`src/rtl/job_dispatcher_pkg.sv`:
```
// Shared definitions for the job dispatcher: dispatcher FSM state encoding.
package job_dispatcher_pkg;

   typedef logic [1:0] state_t;

   localparam state_t IDLE  = 2'd0;
   localparam state_t START = 2'd1;
   localparam state_t CLEAR = 2'd2;

endpackage

```
`src/rtl/job_fifo.sv`:
```
// Circular job queue with registered occupancy; storage is not reset.
module job_fifo #(
   parameter int DATA_WIDTH = 8,
   parameter int DEPTH      = 4
) (
   input  logic                  clk,
   input  logic                  rst_n,
   input  logic                  wr_en,
   input  logic                  rd_en,
   input  logic [DATA_WIDTH-1:0] wr_data,
   output logic [DATA_WIDTH-1:0] rd_data,
   output logic                  full,
   output logic                  empty
);

   localparam int PtrW = $clog2(DEPTH);

   logic [DATA_WIDTH-1:0] mem_q [DEPTH];
   logic [PtrW-1:0]       wr_ptr_q;
   logic [PtrW-1:0]       rd_ptr_q;
   logic [PtrW:0]         count_q;
   logic                  do_wr;
   logic                  do_rd;

   assign full    = (count_q == (PtrW+1)'(DEPTH));
   assign empty   = (count_q == '0);
   assign do_rd   = rd_en && !empty;
   // A pop on the same edge frees the slot, so a full queue still takes the word.
   assign do_wr   = wr_en && (!full || do_rd);
   assign rd_data = mem_q[rd_ptr_q];

   always_ff @(posedge clk or negedge rst_n) begin
      if (!rst_n) begin
         wr_ptr_q <= '0;
         rd_ptr_q <= '0;
         count_q  <= '0;
      end else begin
         if (do_wr) wr_ptr_q <= wr_ptr_q + PtrW'(1);
         if (do_rd) rd_ptr_q <= rd_ptr_q + PtrW'(1);
         count_q <= count_q + (PtrW+1)'(do_wr) - (PtrW+1)'(do_rd);
      end
   end

   always_ff @(posedge clk) begin
      if (do_wr) mem_q[wr_ptr_q] <= wr_data;
   end

endmodule

```
`src/rtl/job_dispatcher.sv`:
```
// Dispatches queued jobs one at a time to a downstream FSM via a go/done handshake,
// inserting a one-cycle go-low CLEAR phase after each completion.
module job_dispatcher
   import job_dispatcher_pkg::*;
#(
   parameter int DATA_WIDTH  = 8,
   parameter int DEPTH       = 4,
   parameter int COUNT_WIDTH = 16
) (
   input  logic                   clk,
   input  logic                   rst_n,
   input  logic                   in_valid,
   output logic                   in_ready,
   input  logic [DATA_WIDTH-1:0]  in_data,
   output logic                   go,
   input  logic                   done,
   output logic [DATA_WIDTH-1:0]  job_data,
   output logic                   busy,
   output logic [COUNT_WIDTH-1:0] job_count
);

   state_t                 state_q;
   state_t                 state_d;
   logic                   pending_q;
   logic                   go_q;
   logic                   busy_q;
   logic [COUNT_WIDTH-1:0] count_q;
   logic                   pop;
   logic                   full;
   logic                   empty;

   assign pop = (state_q == START) && done;

   job_fifo #(
      .DATA_WIDTH (DATA_WIDTH),
      .DEPTH      (DEPTH)
   ) u_fifo (
      .clk     (clk),
      .rst_n   (rst_n),
      .wr_en   (in_valid),
      .rd_en   (pop),
      .wr_data (in_data),
      .rd_data (job_data),
      .full    (full),
      .empty   (empty)
   );

   assign in_ready  = !full;
   assign go        = go_q;
   assign busy      = busy_q;
   assign job_count = count_q;

   always_comb begin
      state_d = state_q;
      unique case (state_q)
         IDLE:    if (pending_q) state_d = START;
         START:   if (done) state_d = CLEAR;
         CLEAR:   state_d = IDLE;
         default: state_d = IDLE;
      endcase
   end

   // Occupancy is sampled one edge before it can start a job, so a push into an
   // idle dispatcher raises go two edges later.
   always_ff @(posedge clk or negedge rst_n) begin
      if (!rst_n) begin
         state_q   <= IDLE;
         pending_q <= 1'b0;
         go_q      <= 1'b0;
         busy_q    <= 1'b0;
         count_q   <= '0;
      end else begin
         state_q   <= state_d;
         pending_q <= !empty;
         go_q      <= (state_d == START);
         busy_q    <= (state_d != IDLE);
         if (pop) count_q <= count_q + COUNT_WIDTH'(1);
      end
   end

endmodule

```
`config.mk`:
```
export PLATFORM = sky130hd
export DESIGN_NAME = job_dispatcher
export DESIGN_NICKNAME = d
export VERILOG_FILES = /design/src/rtl/job_dispatcher_pkg.sv /design/src/rtl/job_fifo.sv /design/src/rtl/job_dispatcher.sv
export SDC_FILE = /design/constraint.sdc
export NUM_CORES = 1
export LEC_CHECK = 0
export CORE_MARGIN = 4
export CORE_UTILIZATION = 49
export DETAILED_ROUTE_END_ITERATION = 6
export GPL_TIMING_DRIVEN = 0
export PLACE_DENSITY = 0.72
export SLEW_MARGIN = 20
export SYNTH_ARGS = -nofsm -noshare
export SYNTH_HDL_FRONTEND = slang
export SYNTH_SLANG_ARGS = --single-unit
export TNS_END_PERCENT = 1
```
`constraint.sdc`:
```
create_clock -name clk -period 4.2 [get_ports clk]
set_clock_uncertainty 0.1 [all_clocks]
set_input_delay 0.84 -clock clk [delete_from_list [all_inputs] [get_ports clk]]
set_output_delay 0.84 -clock clk [all_outputs]
set_load 0.03 [all_outputs]
```
==> results of run 1 <==
## cells in the mapped netlist
cell	number	area (um2)
and3_1	1	6.260
xor2_1	5	43.79
mux4_2	8	180.2
nand3b_4	1	20.02
nand4_1	2	12.51
nand2b_1	1	6.260
xnor2_1	15	131.4
o21a_1	1	7.510
inv_1	3	11.26
nor3_2	1	10.01
a211oi_1	2	15.01
or2_2	1	6.260
buf_2	1	5.000
nor2_1	5	18.77
nor4_4	1	21.27
ha_1	6	75.07
mux2_1	1	11.26
nand3_1	5	25.02
edfxtp_1	32	960.9
or3_1	1	6.260
and2_1	5	31.28
and4_1	2	17.52
dfrtp_1	28	700.7
nand2_1	15	56.30
inv_2	1	3.750
buf_1	1	3.750
fa_1	1	20.02
## registers in the layout (all words and copies together), names as in the netlist
signal,cells
go,1
u_fifo.count_q,3
u_fifo.mem_q,32
busy,1
u_fifo.rd_ptr_q,2
pending_q,1
state_q,2
job_count,16
u_fifo.wr_ptr_q,2
## cells by family (layout without fill, tap and decap cells)
kind of cell / Yosys count / in the layout
mux: 9 / 9
xor+xnor: 20 / 20
fa+ha+maj: 7 / 7
compound gates: 3 / 3
simple gates: 41 / 41
flops: 60 / 60
buf+inv: 6 / 60
## power breakdown
group	total (uW)	switching (uW)	internal, uW
clock network	428	199	229
logic	762	425	337
registers	858	84.4	774
## layout make-up
type                       instances  area, um2  share of cell area
clock inverter                     2      10.01            0.003304
tap                               67      83.83             0.02767
multi-input combinational         80      721.9              0.2383
timing repair buffer              38      375.4              0.1239
sequential                        60       1662              0.5485
buffer                             2      8.758            0.002891
inverter                           4      15.01            0.004957
clock buffer                      14      152.6             0.05039
## cell usage in the layout, fill, tap and decap left out, types with 2 or more instances in the layout
cell type        instances
clkinv_2                 2
mux4_2                   8
and4_1                   2
clkbuf_8                10
clkbuf_1                 4
dfrtp_1                 28
xnor2_1                 15
and2_1                   5
nand2_1                 15
nor2_1                   5
nand3_1                  5
xor2_1                   5
a211oi_1                 2
edfxtp_1                32
ha_1                     6
buf_2                    2
inv_1                    3
clkdlybuf4s50_1         37
nand4_1                  2
## layer usage
layer / vias to the layer above / wire, um / GRT usage
met5: - / 0 / 0
met4: 0 / 102 / 0.09441
met3: 10 / 155 / 0.03899
met2: 32 / 2158 / 0.2509
met1: 671 / 1726 / 0.1803
li1: 630 / - / -
## worst max-delay path: cells and delay by family (launching register included)
kind,cells,cell delay [ns]
buffers and inverters,2,0.92
flip-flops,1,0.33
multiplexers,1,0.55
## path summary, 6_finish.rpt
kind                                     from                 to  cells past startpoint
max                        u_fifo.rd_ptr_q[0]        job_data[1]                      3
max in group asynchronous               rst_n         state_q[0]                      1
min in group asynchronous               rst_n      job_count[10]                      1
min                                 pending_q               busy                      2
max reg2reg                 u_fifo.count_q[2]  u_fifo.count_q[2]                      8
min reg2reg                         pending_q               busy                      2
## through the flow
| step | utilization | power [uW] | worst slack, ns | instance area, um2 |
|---|---|---|---|---|
| final | 0.6371 | 2049 | 1.143 | 3029 |
| after floorplan | - | 1362 | 1.821 | 2407 |
| after global placement | 0.6039 | 1607 | 1.182 | 2872 |
| after detailed placement | 0.6029 | 1643 | 1.106 | 2867 |
| after global routing | 0.6371 | 2170 | 1.030 | 3029 |
| after CTS | 0.6371 | 2076 | 1.089 | 3029 |
==> impl_metrics.tcl, run 1 <==
set metrics [dict create \
    grt_util_all_layers 0.1528 \
    clkSinkCount 60 \
    clkSlewWorstSetupHoldPaths_ns 0.06 \
    synthMuxAreaShare 0.07952 \
    synth_area_um2 2407 \
    synth_top_family_by_area "simple AND/OR/NAND/NOR gates" \
    relSlewSlack 0.5972 \
    synth_compound_area_frac 0.009356 \
    fin_crit_ns 3.057 \
    path_cells "buf_2, mux4_2, clkdlybuf4s50_1" \
    fmax_mhz 327.1 \
    rsz0062_at_grt "no" \
    antenna_found_initial 0 \
    dp.cells 251 \
    cts_hold_buf 0 \
    initial_core_util 0.5063 \
    fillers 369 \
    start_kind "flip-flop" \
    syn-num-nets 165 \
    num_vias 1343 \
    slowest_delay_ns 0.61 \
    crit_path_end_kind "output port" \
    synthAdderAreaFrac 0.03950 \
    ys_seq_area_frac 0.6902 \
    first_global_vias 1403 \
    outcome "complete, no violations" \
    drt-initial-drc-count 105 \
    die_x_um 78.09 \
    drv_slew 0 \
    insertion_delay_ns 0.32 \
    die_y_um 78.09 \
    cts_resized 0 \
    rows 25 \
    core-area_um2 4755 \
    path_class "reg -> out" \
    grt_pass1_wl_um 6906 \
    ys_ff_latch 60 \
    post_cts_buffers 0 \
    hold_class "reg -> reg" \
    cts_tree "yes" \
    synth_xor_area_frac 0.07277 \
    avgSynthCellArea_um2 16.49 \
    r2r_slack_ns 1.92 \
    worstPathRequired_ns 3.26 \
    fin_cells 267 \
    power.density_nw_per_um2 676.3 \
    pin_count 39 \
    wl_per_cell_um 15.51 \
    arrival_ns 2.12 \
    grt_max_degree 29 \
    timing.hold.ws_ns 0.3878 \
    portBuffers 38 \
    yosys.area_share.simple 0.09875 \
    htree_levels 3 \
    path_max_fanout 10 \
    finalCritPeriodShare 0.7279 \
    yosysUniqueCellTypes 27 \
    drt-pass1-iter-count 4 \
    drt-total-wl_um 4141 \
    ir_drop_uv 363.7 \
    drive_gt1_frac 0.1350 \
    routabilityCongestion 0.7182 \
    hold_violations 0 \
    drc 0 \
    p_leak_uw 0.001175 \
    yosys_warnings 0 \
    cts_buffers 9 \
    cts_buffer_depth 2 \
    viasPerCell 5.030 \
    tns_ns 0 \
    drv_cap 0 \
    drtAntennaViolNets 0 \
    cts-root-buf "clkbuf_8" \
    layout.nets 214 \
    dp_hpwl_um 2916 \
    setup_viol 0 \
    gr-total-overflow 0 \
    worst_pin_slew_ns 0.6041 \
    netlist_instances 146 \
    critPathSlowestCell "clkdlybuf4s50_1" \
    die_area_um2 6098 \
    area_delta_synth_final_pct 25.83 \
    diodes 0 \
]
Note: power is estimated with default switching activity, not from simulation.
==> inputs of run 2 (changes only) <==
CORE_UTILIZATION = 47   (was 49)
clock period = 2.6 ns   (was 4.2 ns; I/O delays follow)
==> run 2 against run 1 <==
Combinational power increased by 50%. Die area rose by 3.8%. Clock-buffer cell count shrank 1. Clock power increased by 54%. Worst setup slack worse by 0.95 ns. Total power grew 57%. Largest power group unchanged. Largest cell class unchanged. Via count decreased by 1.0%. Critical path depth rose by 7.
==> impl_metrics.tcl, run 2 (synthesis gave the netlist of run 1 again) <==
set metrics [dict create \
    relSlewSlack 0.6018 \
    final_cell_mix "edfxtp_1 (32), clkdlybuf4s50_1 (29), dfrtp_1 (28), nand2_1 (15), xnor2_1 (15)" \
    place_area_um2 2867 \
    antenna_found_initial 0 \
    wl_per_cell_um 15.56 \
    drt-total-wl_um 4138 \
    clkSlewWorstSetupHoldPaths_ns 0.06 \
    path_cells "clkdlybuf4s50_1, nand3b_4, inv_2, and2_1, nand2b_1, nand2_1, ha_1, fa_1, xor2_1, xnor2_1" \
    area_delta_synth_final_pct 24.95 \
    cts_tree "yes" \
    clkSinkCount 60 \
    crit_path_end_kind "flip-flop" \
    diodes 0 \
    insertion_delay_ns 0.32 \
    pin_count 39 \
    drtAntennaViolNets 0 \
    rsz0062_at_grt "no" \
    rows 25 \
    drv_cap 0 \
    first_global_vias 1395 \
    die_y_um 79.57 \
    drt-initial-drc-count 97 \
    htree_levels 3 \
    tns_ns 0 \
    fin_crit_ns 2.402 \
    num_vias 1329 \
    ir_drop_uv 567.5 \
    setup_viol 0 \
    worst_pin_slew_ns 0.5973 \
    drc 0 \
    routabilityCongestion 0.7685 \
    mostFrequentLayoutCell "edfxtp_1" \
    p_total_uw 3224 \
    drt-pass1-iter-count 4 \
    grt_util_all_layers 0.1515 \
    core-area_um2 4848 \
    initial_core_util 0.4965 \
    drv_slew 0 \
    dp_hpwl_um 2942 \
    hold_violations 0 \
    cts_buffer_depth 2 \
    arrival_ns 2.51 \
    regMostFlops "u_fifo.mem_q" \
    p_leak_uw 0.001180 \
    largest_reg_flops 32 \
    fillers 370 \
    viasPerCell 4.996 \
    finalCritPeriodShare 0.9239 \
    grt_max_degree 29 \
    cts-root-buf "clkbuf_8" \
    portBuffers 38 \
    cts_buffers 9 \
    slowest_delay_ns 0.49 \
    path_class "in -> reg" \
    hold_class "in -> async" \
    power.density_nw_per_um2 1072 \
    timing.hold.ws_ns 0.09995 \
    outcome "complete, no violations" \
    die_x_um 79.57 \
    grt_pass1_wl_um 7003 \
    start_kind "primary input" \
    gr-total-overflow 0 \
    die_area_um2 6331 \
    layout.nets 213 \
    final_area_um2 3008 \
    drive_gt1_frac 0.1307 \
    critical-path-top-delay-family "simple AND/OR/NAND/NOR gates" \
    critPathSlowestCell "clkdlybuf4s50_1" \
    worstPathRequired_ns 2.71 \
    path_max_fanout 8 \
    critPathBufInv 2 \
    fmax_mhz 416.3 \
]
[run 2: metrics by stage]
| step | std cells | worst slack (ns) | utilization |
|---|---|---|---|
| finish | 266 | 0.1978 | 0.6204 |
| global route | 266 | 0.1059 | 0.6204 |
| CTS | 266 | 0.1667 | 0.6204 |
| detailed placement | 251 | -0.1364 | 0.5912 |
| global placement | 251 | -0.07838 | 0.5923 |
| floorplan | 146 | 0.4564 | - |
[run 2: layout make-up]
cell class / instances / area [um2] / area share
flip-flops and latches: 60 / 1662 / 0.5524
multi-input cells: 80 / 721.9 / 0.2400
repair buffers: 38 / 365.4 / 0.1215
clock buffers: 13 / 138.9 / 0.04617
well taps: 67 / 83.83 / 0.02787
inverters: 4 / 15.01 / 0.004992
clock inverters: 3 / 13.76 / 0.004576
plain buffers: 1 / 7.507 / 0.002496
[run 2: metal layers]
metal,up-vias,GRT usage,part of all wire
li1,622,-,-
met1,668,0.1755,0.41
met2,28,0.2479,0.52
met3,11,0.04853,0.044
met4,0,0.08419,0.025
met5,-,0,0
[run 2: report_power, final]
part | internal, uW | leakage (uW) | switching [uW]
logic | 491 | 0.000455 | 654
clock network | 340 | 0.0000788 | 319
registers | 1250 | 0.000647 | 171
total | 2080 | 0.00118 | 1140
[run 2: path summary, 6_finish.rpt]
| check | slack (ns) | endpoint | from | cells past startpoint |
|---|---|---|---|---|
| hold reg to reg | 0.38 | job_count[15] | job_count[15] | 1 |
| hold / removal | 0.1 | u_fifo.count_q[0] | rst_n | 1 |
| setup reg to reg | 0.34 | u_fifo.count_q[2] | u_fifo.count_q[2] | 8 |
| min in group clk | 0.38 | job_count[15] | job_count[15] | 1 |
| setup / recovery | 0.20 | u_fifo.count_q[2] | done | 10 |
| max in group asynchronous | 1.91 | job_count[10] | rst_n | 1 |
[run 2: what timing repair did]
action	4_1_cts	5_1_grt
gates resized for setup	9	0
setup endpoints to repair	8	0
hold buffers	0	0
buffers inserted	0	0
==> inputs of run 3 (changes only) <==
CORE_UTILIZATION = 49   (was 47)
GPL_TIMING_DRIVEN = default   (was 0)
clock period = 2.9 ns   (was 2.6 ns; I/O delays follow)
==> run 3 against run 2 <==
First-iteration DRC count rose by 24%. Highest routed layer unchanged. Global-route usage rose by 0.071 points. Clock-buffer cell count fell by 4. Critical endpoint is now job_data[0]. Sequential share of layout area fell by 0.77 points. Largest cell class unchanged. Total power fell by 8.0%.
==> impl_metrics.tcl, run 3 (synthesis gave the netlist of run 1 again) <==
set metrics [dict create \
    die_area_um2 6098 \
    drt-pass1-iter-count 4 \
    path_cells "buf_4, mux4_2, clkdlybuf4s50_1" \
    pin_count 39 \
    grt_util_all_layers 0.1522 \
    first_global_vias 1355 \
    grt_pass1_wl_um 6803 \
    layout.nets 216 \
    die_y_um 78.09 \
    clkSlewWorstSetupHoldPaths_ns 0.06 \
    path_max_fanout 5 \
    cts_resized 0 \
    cts_buffers 9 \
    cts_tree "yes" \
    drt-total-wl_um 4043 \
    viasPerCell 4.896 \
    routabilityCongestion 0.7891 \
    slowest_delay_ns 0.61 \
    initial_core_util 0.5063 \
    cts_hold_buf 0 \
    path_class "reg -> out" \
    final_cell_mix "clkdlybuf4s50_1 (38), edfxtp_1 (32), dfrtp_1 (28), nand2_1 (15), xnor2_1 (15)" \
    cts-root-buf "clkbuf_8" \
    final_area_um2 3050 \
    drive_gt1_frac 0.1485 \
    gr-total-overflow 0 \
    clkSinkCount 60 \
    antenna_found_initial 0 \
    regMostFlops "u_fifo.mem_q" \
    drv_cap 0 \
    grt_max_degree 29 \
    drv_slew 0 \
    gr-usage-met1 0.1958 \
    p_leak_uw 0.001186 \
    diodes 0 \
    grt_busiest_layer "met2" \
    ir_drop_uv 642.5 \
    outcome "complete, no violations" \
    die_x_um 78.09 \
    fmax_mhz 377.5 \
    mostFrequentLayoutCell "clkdlybuf4s50_1" \
    htree_levels 3 \
    drc 0 \
    drt-initial-drc-count 120 \
    worstPathRequired_ns 2.22 \
    rsz0062_at_grt "no" \
    crit_path_end_kind "output port" \
    num_vias 1317 \
    use_met3 0.04702 \
    hold_class "reg -> reg" \
    drtAntennaViolNets 0 \
    power.density_nw_per_um2 972.0 \
    core-area_um2 4755 \
    relSlewSlack 0.7195 \
    post_cts_buffers 0 \
    hold_violations 0 \
    worst_pin_slew_ns 0.4176 \
    wl_per_cell_um 15.03 \
    critPathSlowestCell "clkdlybuf4s50_1" \
    start_kind "flip-flop" \
    insertion_delay_ns 0.33 \
    dp_hpwl_um 2849 \
    rows 25 \
    critical-path-top-delay-family "buffers and inverters" \
    critPathBufInv 2 \
    cts_buffer_depth 2 \
    tns_ns 0 \
    largest_reg_flops 32 \
    groute.layer.met2.usage 0.2235 \
    fin_crit_ns 2.649 \
    area_delta_synth_final_pct 26.72 \
    portBuffers 38 \
    place_area_um2 2893 \
    finalCritPeriodShare 0.9134 \
    arrival_ns 1.97 \
    setup_viol 0 \
]
[run 3: area by class of cell]
class	instances	area, um2
Timing Repair Buffer	42	410.4
Sequential cell	60	1662
Fill cell	352	1704
Tap cell	67	83.83
Inverter	4	15.01
Clock inverter	7	33.78
Clock buffer	9	123.9
Multi-Input combinational cell	80	721.9
[run 3: worst reg2reg max path, delay by kind of cell (launching register included)]
kind / cells / cell delay, ns
XOR/XNOR: 2 / 0.28
adder cells (fa/ha/maj): 2 / 0.56
flip-flops: 1 / 0.40
AND/OR/NAND/NOR: 4 / 0.77
[run 3: per-layer routing]
metal  part of all wire  wire length [um]  vias up
met5                  0                 0        -
met3              0.041               166       10
li1                   -                 -      629
met2               0.49              1969       28
met1               0.45              1806      650
met4              0.025               100        0
[run 3: power by group]
part	switching [uW]	internal (uW)	leakage, uW
sequential	153	1120	0.000647
clock	310	295	0.0000813
combinational	580	507	0.000458
[run 3: stage by stage]
stage                       util  std cells  power, uW  worst slack, ns  hold WS [ns]
after floorplan                -        146       1973           0.7564        0.1844
after global placement    0.6084        253       2357           0.2788        0.3589
after detailed placement  0.6084        253       2397           0.2117        0.3676
after CTS                 0.6416        269       3006           0.2172        0.3762
after global routing      0.6416        269       3138           0.1814        0.4078
final                     0.6416        269       2965           0.2511        0.3669
[run 3: final timing paths]
check,start,endpoint,slack [ns],depth (start not counted)
max,u_fifo.rd_ptr_q[0],job_data[0],0.25,3
min reg2reg,job_count[15],job_count[15],0.37,1
max in group asynchronous,rst_n,u_fifo.wr_ptr_q[0],1.92,2
min,job_count[15],job_count[15],0.37,1
min in group asynchronous,rst_n,job_count[14],0.52,2
max reg2reg,u_fifo.count_q[2],u_fifo.count_q[2],0.66,8
